==> config.mk <==
export PLATFORM = sky130hd
export DESIGN_NAME = lcd_frame_sequencer
export DESIGN_NICKNAME = d
export VERILOG_FILES = /design/src/rtl/lcd_frame_sequencer_pkg.sv /design/src/rtl/lcd_pix_addr_gen.sv /design/src/rtl/lcd_frame_sequencer.sv
export SDC_FILE = /design/constraint.sdc
export NUM_CORES = 1
export LEC_CHECK = 0
export BUFFER_PORTS_ARGS = -buffer_cell sky130_fd_sc_hd__clkbuf_2
export CAP_MARGIN = 0
export CELL_PAD_IN_SITES_DETAIL_PLACEMENT = 1
export CELL_PAD_IN_SITES_GLOBAL_PLACEMENT = 1
export CORE_UTILIZATION = 25
export CTS_BUF_LIST = sky130_fd_sc_hd__clkbuf_16
export CTS_CLUSTER_DIAMETER = 200
export DETAILED_ROUTE_END_ITERATION = 12
export PLACE_DENSITY = 0.51
export SYNTH_ARGS = -nofsm -noshare
export SYNTH_HDL_FRONTEND = slang
export SYNTH_SLANG_ARGS = --single-unit
==> constraint.sdc <==
create_clock -name clk -period 8.1 [get_ports clk]
set_input_delay 0.405 -clock clk [delete_from_list [all_inputs] [get_ports clk]]
set_output_delay 0.405 -clock clk [all_outputs]
set_load 0.005 [all_outputs]
==> src/rtl/lcd_frame_sequencer_pkg.sv <==
// lcd_seq_pkg: shared types and sizing helpers for the LCD frame sequencer.
// Holds the FSM state enum, frame/pixel size helpers and counter width helper.
package lcd_seq_pkg;

    typedef enum logic [1:0] {
        S_IDLE = 2'd0,
        S_RUN  = 2'd1,
        S_GAP  = 2'd2
    } state_e;

    // Clocks per frame handed to the timing generator.
    function automatic int frame_cyc(input int h_total, input int v_total);
        return h_total * v_total;
    endfunction

    // Active pixels a well-formed frame must deliver.
    function automatic int pix_exp(input int h_active, input int v_active);
        return h_active * v_active;
    endfunction

    // Bits needed to count 0..n-1 (at least one bit).
    function automatic int cnt_width(input int n);
        return (n <= 2) ? 1 : $clog2(n);
    endfunction

endpackage

==> src/rtl/lcd_pix_addr_gen.sv <==
// lcd_pix_addr_gen: framebuffer read address and per-frame pixel count check.
// Ports: clr/en/frame_end/err_clr from the FSM, pix_active in; pix_valid, pix_addr, px_err out.
module lcd_pix_addr_gen
    import lcd_seq_pkg::*;
#(
    parameter int ADDR_W  = 8,
    parameter int PCNT_W  = 8,
    parameter int PIX_EXP = 50
) (
    input  logic              clk,
    input  logic              rst,
    input  logic              clr,
    input  logic              en,
    input  logic              pix_active,
    input  logic              frame_end,
    input  logic              err_clr,
    output logic              pix_valid,
    output logic [ADDR_W-1:0] pix_addr,
    output logic              px_err
);

    localparam logic [PCNT_W-1:0] PCNT_EXP = PCNT_W'(PIX_EXP);

    logic [ADDR_W-1:0] addr_cnt_q, addr_cnt_d;
    logic [PCNT_W-1:0] pcnt_q, pcnt_d;
    logic              pix_valid_q, pix_valid_d;
    logic [ADDR_W-1:0] pix_addr_q, pix_addr_d;
    logic              px_err_q, px_err_d;

    logic              hit;
    logic [ADDR_W-1:0] addr_base;
    logic [PCNT_W-1:0] pcnt_base;

    always_comb begin
        hit = en & pix_active;
        // A pixel in the frame_start cycle itself must already see a cleared count.
        addr_base = clr ? '0 : addr_cnt_q;
        pcnt_base = clr ? '0 : pcnt_q;
        addr_cnt_d = hit ? addr_base + 1'b1 : addr_base;
        pcnt_d = hit ? pcnt_base + 1'b1 : pcnt_base;
        pix_valid_d = hit;
        pix_addr_d = hit ? addr_base : pix_addr_q;
        px_err_d = px_err_q;
        if (err_clr) begin
            px_err_d = 1'b0;
        end
        // pcnt_d already includes a pixel on the final RUN cycle.
        if (frame_end && (pcnt_d != PCNT_EXP)) begin
            px_err_d = 1'b1;
        end
    end

    always_ff @(posedge clk or posedge rst) begin
        if (rst) begin
            addr_cnt_q  <= '0;
            pcnt_q      <= '0;
            pix_valid_q <= 1'b0;
            pix_addr_q  <= '0;
            px_err_q    <= 1'b0;
        end else begin
            addr_cnt_q  <= addr_cnt_d;
            pcnt_q      <= pcnt_d;
            pix_valid_q <= pix_valid_d;
            pix_addr_q  <= pix_addr_d;
            px_err_q    <= px_err_d;
        end
    end

    assign pix_valid = pix_valid_q;
    assign pix_addr  = pix_addr_q;
    assign px_err    = px_err_q;

endmodule

==> src/rtl/lcd_frame_sequencer.sv <==
// lcd_frame_sequencer: gates the LCD timing generator one frame at a time with blanking gaps.
// Ports: start/stop/num_frames control, pix_active in; gen_en, busy, frame pulses, counters, pixel strobe/address, px_err out.
module lcd_frame_sequencer
    import lcd_seq_pkg::*;
#(
    parameter int H_TOTAL  = 8,
    parameter int V_TOTAL  = 16,
    parameter int H_ACTIVE = 5,
    parameter int V_ACTIVE = 10,
    parameter int GAP_CYC  = 4,
    parameter int CNT_W    = 8,
    parameter int ADDR_W   = 8
) (
    input  logic              clk,
    input  logic              rst,
    input  logic              start,
    input  logic              stop,
    input  logic [CNT_W-1:0]  num_frames,
    input  logic              pix_active,
    output logic              gen_en,
    output logic              busy,
    output logic              frame_start,
    output logic              frame_done,
    output logic [CNT_W-1:0]  frames_cnt,
    output logic              pix_valid,
    output logic [ADDR_W-1:0] pix_addr,
    output logic              px_err
);

    localparam int FRAME_CYC = frame_cyc(H_TOTAL, V_TOTAL);
    localparam int PIX_EXP   = pix_exp(H_ACTIVE, V_ACTIVE);
    localparam int CYC_W     = cnt_width(FRAME_CYC);
    localparam int GAP_W     = cnt_width(GAP_CYC);
    localparam int PCNT_W    = cnt_width(FRAME_CYC + 1);

    localparam logic [CYC_W-1:0] CYC_LAST = CYC_W'(FRAME_CYC - 1);
    localparam logic [GAP_W-1:0] GAP_LAST = GAP_W'(GAP_CYC - 1);
    localparam logic [CNT_W-1:0] CNT_MAX  = '1;

    state_e            state_q, state_d;
    logic [CYC_W-1:0]  cyc_q, cyc_d;
    logic [GAP_W-1:0]  gap_q, gap_d;
    logic [CNT_W-1:0]  frames_cnt_q, frames_cnt_d;
    logic [CNT_W-1:0]  num_frames_q, num_frames_d;
    logic              stop_pend_q, stop_pend_d;
    logic              frame_done_q, frame_done_d;

    logic [CNT_W-1:0]  nf;
    logic              frame_end;
    logic              err_clr;
    logic              run;

    always_comb begin
        state_d      = state_q;
        cyc_d        = cyc_q;
        gap_d        = gap_q;
        frames_cnt_d = frames_cnt_q;
        num_frames_d = num_frames_q;
        stop_pend_d  = stop_pend_q;
        frame_done_d = 1'b0;
        frame_end    = 1'b0;
        err_clr      = 1'b0;
        // Saturating increment keeps continuous mode from wrapping.
        nf = (frames_cnt_q == CNT_MAX) ? CNT_MAX : frames_cnt_q + 1'b1;

        unique case (state_q)
            S_IDLE: begin
                // A coincident stop is simply not looked at here.
                if (start) begin
                    state_d      = S_RUN;
                    cyc_d        = '0;
                    num_frames_d = num_frames;
                    frames_cnt_d = '0;
                    stop_pend_d  = 1'b0;
                    err_clr      = 1'b1;
                end
            end
            S_RUN: begin
                if (stop) begin
                    stop_pend_d = 1'b1;
                end
                if (cyc_q == CYC_LAST) begin
                    frame_end    = 1'b1;
                    frame_done_d = 1'b1;
                    frames_cnt_d = nf;
                    // A stop on the last cycle still counts as pending.
                    if (stop_pend_q || stop ||
                        ((num_frames_q != '0) && (nf == num_frames_q))) begin
                        state_d     = S_IDLE;
                        stop_pend_d = 1'b0;
                    end else begin
                        state_d = S_GAP;
                        gap_d   = '0;
                    end
                end else begin
                    cyc_d = cyc_q + 1'b1;
                end
            end
            S_GAP: begin
                if (stop) begin
                    state_d = S_IDLE;
                end else if (gap_q == GAP_LAST) begin
                    state_d = S_RUN;
                    cyc_d   = '0;
                end else begin
                    gap_d = gap_q + 1'b1;
                end
            end
            default: begin
                state_d = S_IDLE;
            end
        endcase
    end

    always_ff @(posedge clk or posedge rst) begin
        if (rst) begin
            state_q      <= S_IDLE;
            cyc_q        <= '0;
            gap_q        <= '0;
            frames_cnt_q <= '0;
            num_frames_q <= '0;
            stop_pend_q  <= 1'b0;
            frame_done_q <= 1'b0;
        end else begin
            state_q      <= state_d;
            cyc_q        <= cyc_d;
            gap_q        <= gap_d;
            frames_cnt_q <= frames_cnt_d;
            num_frames_q <= num_frames_d;
            stop_pend_q  <= stop_pend_d;
            frame_done_q <= frame_done_d;
        end
    end

    assign run         = (state_q == S_RUN);
    assign gen_en      = run;
    assign busy        = (state_q != S_IDLE);
    assign frame_start = run && (cyc_q == '0);
    assign frame_done  = frame_done_q;
    assign frames_cnt  = frames_cnt_q;

    lcd_pix_addr_gen #(
        .ADDR_W  (ADDR_W),
        .PCNT_W  (PCNT_W),
        .PIX_EXP (PIX_EXP)
    ) u_pix (
        .clk        (clk),
        .rst        (rst),
        .clr        (frame_start),
        .en         (run),
        .pix_active (pix_active),
        .frame_end  (frame_end),
        .err_clr    (err_clr),
        .pix_valid  (pix_valid),
        .pix_addr   (pix_addr),
        .px_err     (px_err)
    );

endmodule

======== Word-level counts from Yosys, hierarchy flattened ========
Index checks and enable logic that the tools add are counted.
operators by class
  $add $sub $neg .......................... 5
  multipliers ............................. 0
  div/mod/pow operators ................... 0
  $lt $le $gt $ge ......................... 0
  eq/ne operators ......................... 15
  shift-type cells ........................ 0
  mux-type cells .......................... 35
  bitwise logic cells ..................... 1
  reduce and logical (&&, ||, !) cells .... 19
operators by type and width
  kind                   count
  $mux W8                7
  $mux W7                4
  $add A8 B1 Y8 const B  3
  $pmux W7 S3            1
  $mux W2                9
  $pmux W8 S2            1
  $ne A2 B2 Y1 const B   6
  $mux W1                10
  $reduce_and A5 Y1      2
  $eq A8 B8 Y1           1
  $eq A8 B8 Y1 const B   1
  $ne A8 B6 Y1 const B   1
  $reduce_bool A2 Y1     4
  $reduce_bool A8 Y1     1
  $add A7 B1 Y7 const B  1
  $eq A7 B7 Y1 const B   1
  $logic_not A7 Y1       1
  $pmux W2 S3            1
  $reduce_and A3 Y1      2
  $eq A2 B2 Y1 const B   2
  $pmux W2 S2            1
  $reduce_and A2 Y1      2
  $logic_and A1 B1 Y1    3
  $ne A3 B3 Y1 const B   1
  8 further kinds        9
word-level totals
  flip-flop bits (word level) ............. 55
  latch bits .............................. 0
  memory bits (writable) .................. 0
  bits in read-only memories .............. 0
  input bits .............................. 13
  output and inout bits ................... 22
  logic and storage cells ................. 87
  memories ................................ 0

======== Depth between registers and ports, before layout ========
  depth after elaboration ................. 8
  depth in mapped cells ................... 14
  depth with buffers taken out ............ 12

======== Hierarchy ========
A second synthesis with hierarchy kept.
second synthesis, totals
  cell total of the unflattened synthesis .. 300
  area total of the unflattened synthesis .. 2992.9 um^2
by module, submodules not included
  module               times used  cells an instance  area an instance (um^2)  seq. area each (um^2)
  lcd_frame_sequencer  1           175                1727.9                   725.7
  lcd_pix_addr_gen     1           125                1265.0                   650.6

======== Worst setup path before layout ========
OpenSTA, ideal clock, no wires.
  path kind ............................... register -> register
  from .................................... register state_q[0]
  to ...................................... register u_pix.px_err_q (netlist: u_pix.px_err)
  setup time .............................. 127 ps
  data arrival time ....................... 2477 ps
  data required time ...................... 7973 ps
  path slack .............................. 5497 ps
  cell stages (with the launch flop) ...... 14
  path buffers ............................ 3
  period minus slack after synthesis ...... 2603 ps
  path through ............................ dfrtp_1 > buf_2 > nor2b_4 > nand4b_1 > inv_1 > buf_4 > clkbuf_1 > nor2_1 > ha_1 > nand2_1 > nor3_1 > a311oi_1 > nor4b_1 > o21ai_1
between the ends
  cells in the longest elaborated chain, start to end .. 8
  elaborated cells on any way between the ends .. 13
  those cells by class .................... 1 x add/sub; 2 x eq/ne; 5 x mux; 1 x bitwise; 4 x reduce/logical
RTL lines
  element                                        line                        RTL
  start: declaration                             lcd_frame_sequencer.sv:40   state_e state_q, state_d;
  start signal: assignment                       lcd_frame_sequencer.sv:125  state_q <= state_d;
  $eq A2 B1 Y1 *                                 lcd_frame_sequencer.sv:135  assign run = (state_q == S_RUN);
  via gen_en                                     lcd_frame_sequencer.sv:20   output logic gen_en,
  $logic_and A1 B1 Y1 *                          lcd_frame_sequencer.sv:138  assign frame_start = run && (cyc_q == '0);
  via frame_start                                lcd_frame_sequencer.sv:22   output logic frame_start,
  $mux W8 *                                      lcd_pix_addr_gen.sv:38      pcnt_base = clr ? '0 : pcnt_q;
  $add A8 B1 Y8                                  lcd_pix_addr_gen.sv:40      pcnt_d = hit ? pcnt_base + 1'b1 : pcnt_base;
  $mux W8 *                                      lcd_pix_addr_gen.sv:40
  $ne A8 B6 Y1 *                                 lcd_pix_addr_gen.sv:48      if (frame_end && (pcnt_d != PCNT_EXP)) begin
  $logic_and A1 B1 Y1 *                          lcd_pix_addr_gen.sv:48
  $mux W1 or $reduce_bool A2 Y1 (tied branches)  n/a
  end signal: assignment                         lcd_pix_addr_gen.sv:65      px_err_q <= px_err_d;
  end: declaration                               lcd_pix_addr_gen.sv:28      logic px_err_q, px_err_d;
Mark *: on every way through the listed nets, which the timed path passes. The rest lies on a longest branch.
A chain may end at the register's enable or synchronous reset.

======== Final worst setup path ========
  from .................................... register state_q[0]
  to ...................................... register u_pix.px_err_q (netlist: u_pix.px_err)
between the ends
  cells in the longest elaborated chain, start to end .. 8
  elaborated cells on any way between the ends .. 13
  those cells by class .................... 1 x add/sub; 2 x eq/ne; 5 x mux; 1 x bitwise; 4 x reduce/logical
RTL lines
  element                                        line
  $eq A2 B1 Y1                                   lcd_frame_sequencer.sv:66, lcd_frame_sequencer.sv:135
  $logic_and A1 B1 Y1                            lcd_frame_sequencer.sv:138
  $mux W8                                        lcd_pix_addr_gen.sv:38
  $add A8 B1 Y8                                  lcd_pix_addr_gen.sv:40
  $mux W8                                        lcd_pix_addr_gen.sv:40
  $ne A8 B6 Y1                                   lcd_pix_addr_gen.sv:48
  $logic_and A1 B1 Y1                            lcd_pix_addr_gen.sv:48
  $mux W1 or $reduce_bool A2 Y1 (tied branches)  n/a
Parallel ways exist; a longest one is shown, timed or not.

==> metrics.yaml <==
fin_tns_setup_ns: 0
top_layer: "met4"
multi_input_area_mm2: 0.00148
floorplan.initialDensity_pct: 25.9
die_h_um: 111
clockBufferDepth: 2
antenna-diode-count: 0
wl_met3_um: 241
track_usage_pct: 13.4
cts_resized: 0
max_freq_mhz: 332
cpMostUsedCell: "nor2_1"
slew_viol_final: 0
first_pass_iters: 8
maxSlewHeadroom_pct: 43.1
areaGrowthSynthToFinish_pct: 14.6
cts_root_buf: "clkbuf_16"
crit_required_ns: 8.28
failed_checks: "design-rule violations"
syn_inst: 323
skew_ns: 0.00847
power_density_mw_per_mm2: 259
avgSynthCellArea_um2: 9.23
ys_ff_latch: 55
wl_per_cell_um: 15.4
worstSkewPairLatency_ns: 0.31
synth_cell_types: 61
clk_pin_slew_ns: 0.08
final-hold-violation-count: 0
period_share_pct: 37.2
synth_top_cell_area_share_pct: 46.2
grt.overflow.total: 0
max_stage_delay_ns: 0.57
vias: 2426
max_cap_viol_count: 0
cp.depth: 11
setup-violations-final: 0
final_common_cell: "nand2_1"
gp_congestion: 0.754
status: "complete, but fails checks"
leakage_nw: 1.55
via_per_inst: 4.89
rsz0062_at_grt: "no"
worstSetupPathType: "reg -> reg"
io_buffers: 34
r2r_setup_slack_ns: 5.09
num_rows: 39
synthTopCellsByArea: "dfrtp_1, nand2_1, xnor2_1"
grt_max_degree: 56
cts_buffers: 5
grt_pass1_vias: 2613
worst_pin_slew_ns: 0.841
syn-num-nets: 342
post-route-min-period_ns: 3.01
wl_met2_um: 3330
synthArstFlopShare_pct: 100
die_w_um: 111
antenna_found_initial: 0
critPathCaptureType: "flip-flop"
startpoint_type: "flip-flop"
fin_ws_ns: 5.09
wl_met1_um: 3910
crit_buf_inv: 1
synth-edff-count: 0
mostFrequentLayoutCells: "nand2_1, dfrtp_1, clkbuf_2, nor2_1, o21ai_0"
drc_errors: 4
r2r_cells: 11
ir_worst_vdd_mv: 0.0956
die-area_mm2: 0.0124
dp_hpwl_um: 5330
grt_first_pass_wirelength_um: 13300
ys_seq_area_share_pct: 46.2
total_power_uw: 887
critical_path.top_delay_family: "simple AND/OR/NAND/NOR gates"
cts_hold_buf: 0
synth_flop_cell: "dfrtp_1"
cts_tree: "done"
drive_gt1_share_pct: 16.4
drt_iter0_markers: 105
top_level_ports: 35
core-area_mm2: 0.0115
antenna_left: 0
nFillCells: 1360
path_max_fanout: 20
hold_path_class: "in -> async"
dp_slack_ns: 5.04
synth_warnings: 0
seqCellArea_mm2: 0.00138
cts_sinks: 55
synth_area_mm2: 0.00298
post_cts_buffers: 0
cts-htree-levels: 2
path_cells: "nor2b_4 > nand4b_1 > inv_1 > nor2_1 > ha_1 > nand2_1 > nor2_1 > xnor2_1 > nand3b_1 > nor4b_1 > o21ai_1"
yosysTopAreaCell: "dfrtp_1"
wl_um: 7620
finalNetCount: 371
cp_data_arrival_time_ns: 3.20
slowest_stage: "inv_1"
## stage by stage
stage	util [%]	area, um2	hold WS, ns	cells
floorplan	-	2980	0.456	323
global placement	28.4	3270	0.468	488
detailed placement	28.4	3270	0.477	488
CTS	29.7	3420	0.288	496
global route	29.7	3420	0.301	496
finish	29.7	3420	0.287	496
## tightest hold or removal path, delay by kind of cell
family | cells | cell delay, ns
buffers and inverters | 3 | 0.71
## cells by family after synthesis
family          count (synthesis)  synth area share, %
flops                          55                 46.2
compound gates                 55                 13.0
buf+inv                        28                 4.28
fa+ha+maj                       6                 2.52
xor+xnor                       22                 6.46
mux                             4                 1.38
simple gates                  153                 26.2
## routing by layer
layer / track usage (%) / up-vias
met4: 5.14 / 0
met1: 18.3 / 1203
met3: 2.52 / 8
met2: 20.9 / 38
li1: - / 1177
met5: 0 / -
## flip-flops by register name, indices dropped and copies added (netlist names)
name,count
u_pix.pix_valid,1
u_pix.pcnt_q,8
cyc_q,7
stop_pend_q,1
u_pix.px_err,1
state_q,2
gap_q,2
frame_done,1
num_frames_q,8
u_pix.pix_addr,8
u_pix.addr_cnt_q,8
frames_cnt,8
## final timing paths
kind                                          startpoint                            end
max                               state_q[0]$_DFFE_PP0P_       u_pix.px_err$_DFFE_PP0P_
min                                                  rst  u_pix.pix_addr[2]$_DFFE_PP0P_
max reg2reg                       state_q[0]$_DFFE_PP0P_       u_pix.px_err$_DFFE_PP0P_
min reg2reg                u_pix.pix_addr[3]$_DFFE_PP0P_  u_pix.pix_addr[3]$_DFFE_PP0P_
max in group asynchronous                            rst  u_pix.addr_cnt_q[5]$_DFF_PP0_
min in group clk                           num_frames[0]    num_frames_q[0]$_DFFE_PP0P_
## cell type report
class	count	area share, %
multi-input cells	240	43.2
clock buffers	5	3.66
clock inverters	3	0.769
flip-flops and latches	55	40.3
well taps	143	5.23
repair buffers	35	5.20
inverters	15	1.65
## power breakdown
group	total (mW)	switching [mW]	internal [mW]
logic	0.237	0.129	0.109
registers	0.417	0.0751	0.342
clock network	0.233	0.115	0.118
total	0.887	0.319	0.568
## synthesized netlist by cell type (2+ instances only)
cell      instances
nor2_1           28
buf_4             3
nor4_1            3
nor3_1           11
xor2_1            9
nor4b_1           2
nand2b_1          2
dfrtp_1          55
or3_1             3
nand2_1          65
a21oi_1          10
nand3b_1          3
buf_2             2
nor2b_1           4
mux2i_1           3
a22oi_1           2
o22ai_1           3
or2_1             2
xnor2_1          13
and3_2            3
and3_1            3
o211a_1           2
a31oi_1           2
a211oi_1          2
a311oi_1          3
and2_1            2
ha_1              6
nand4_1           3
o211ai_1          2
clkbuf_1          5
clkinv_1          2
o21ai_0          15
inv_1            13
nand3_1           9
nand4b_1          2
No activity file was read; power rests on OpenSTA's default activity.
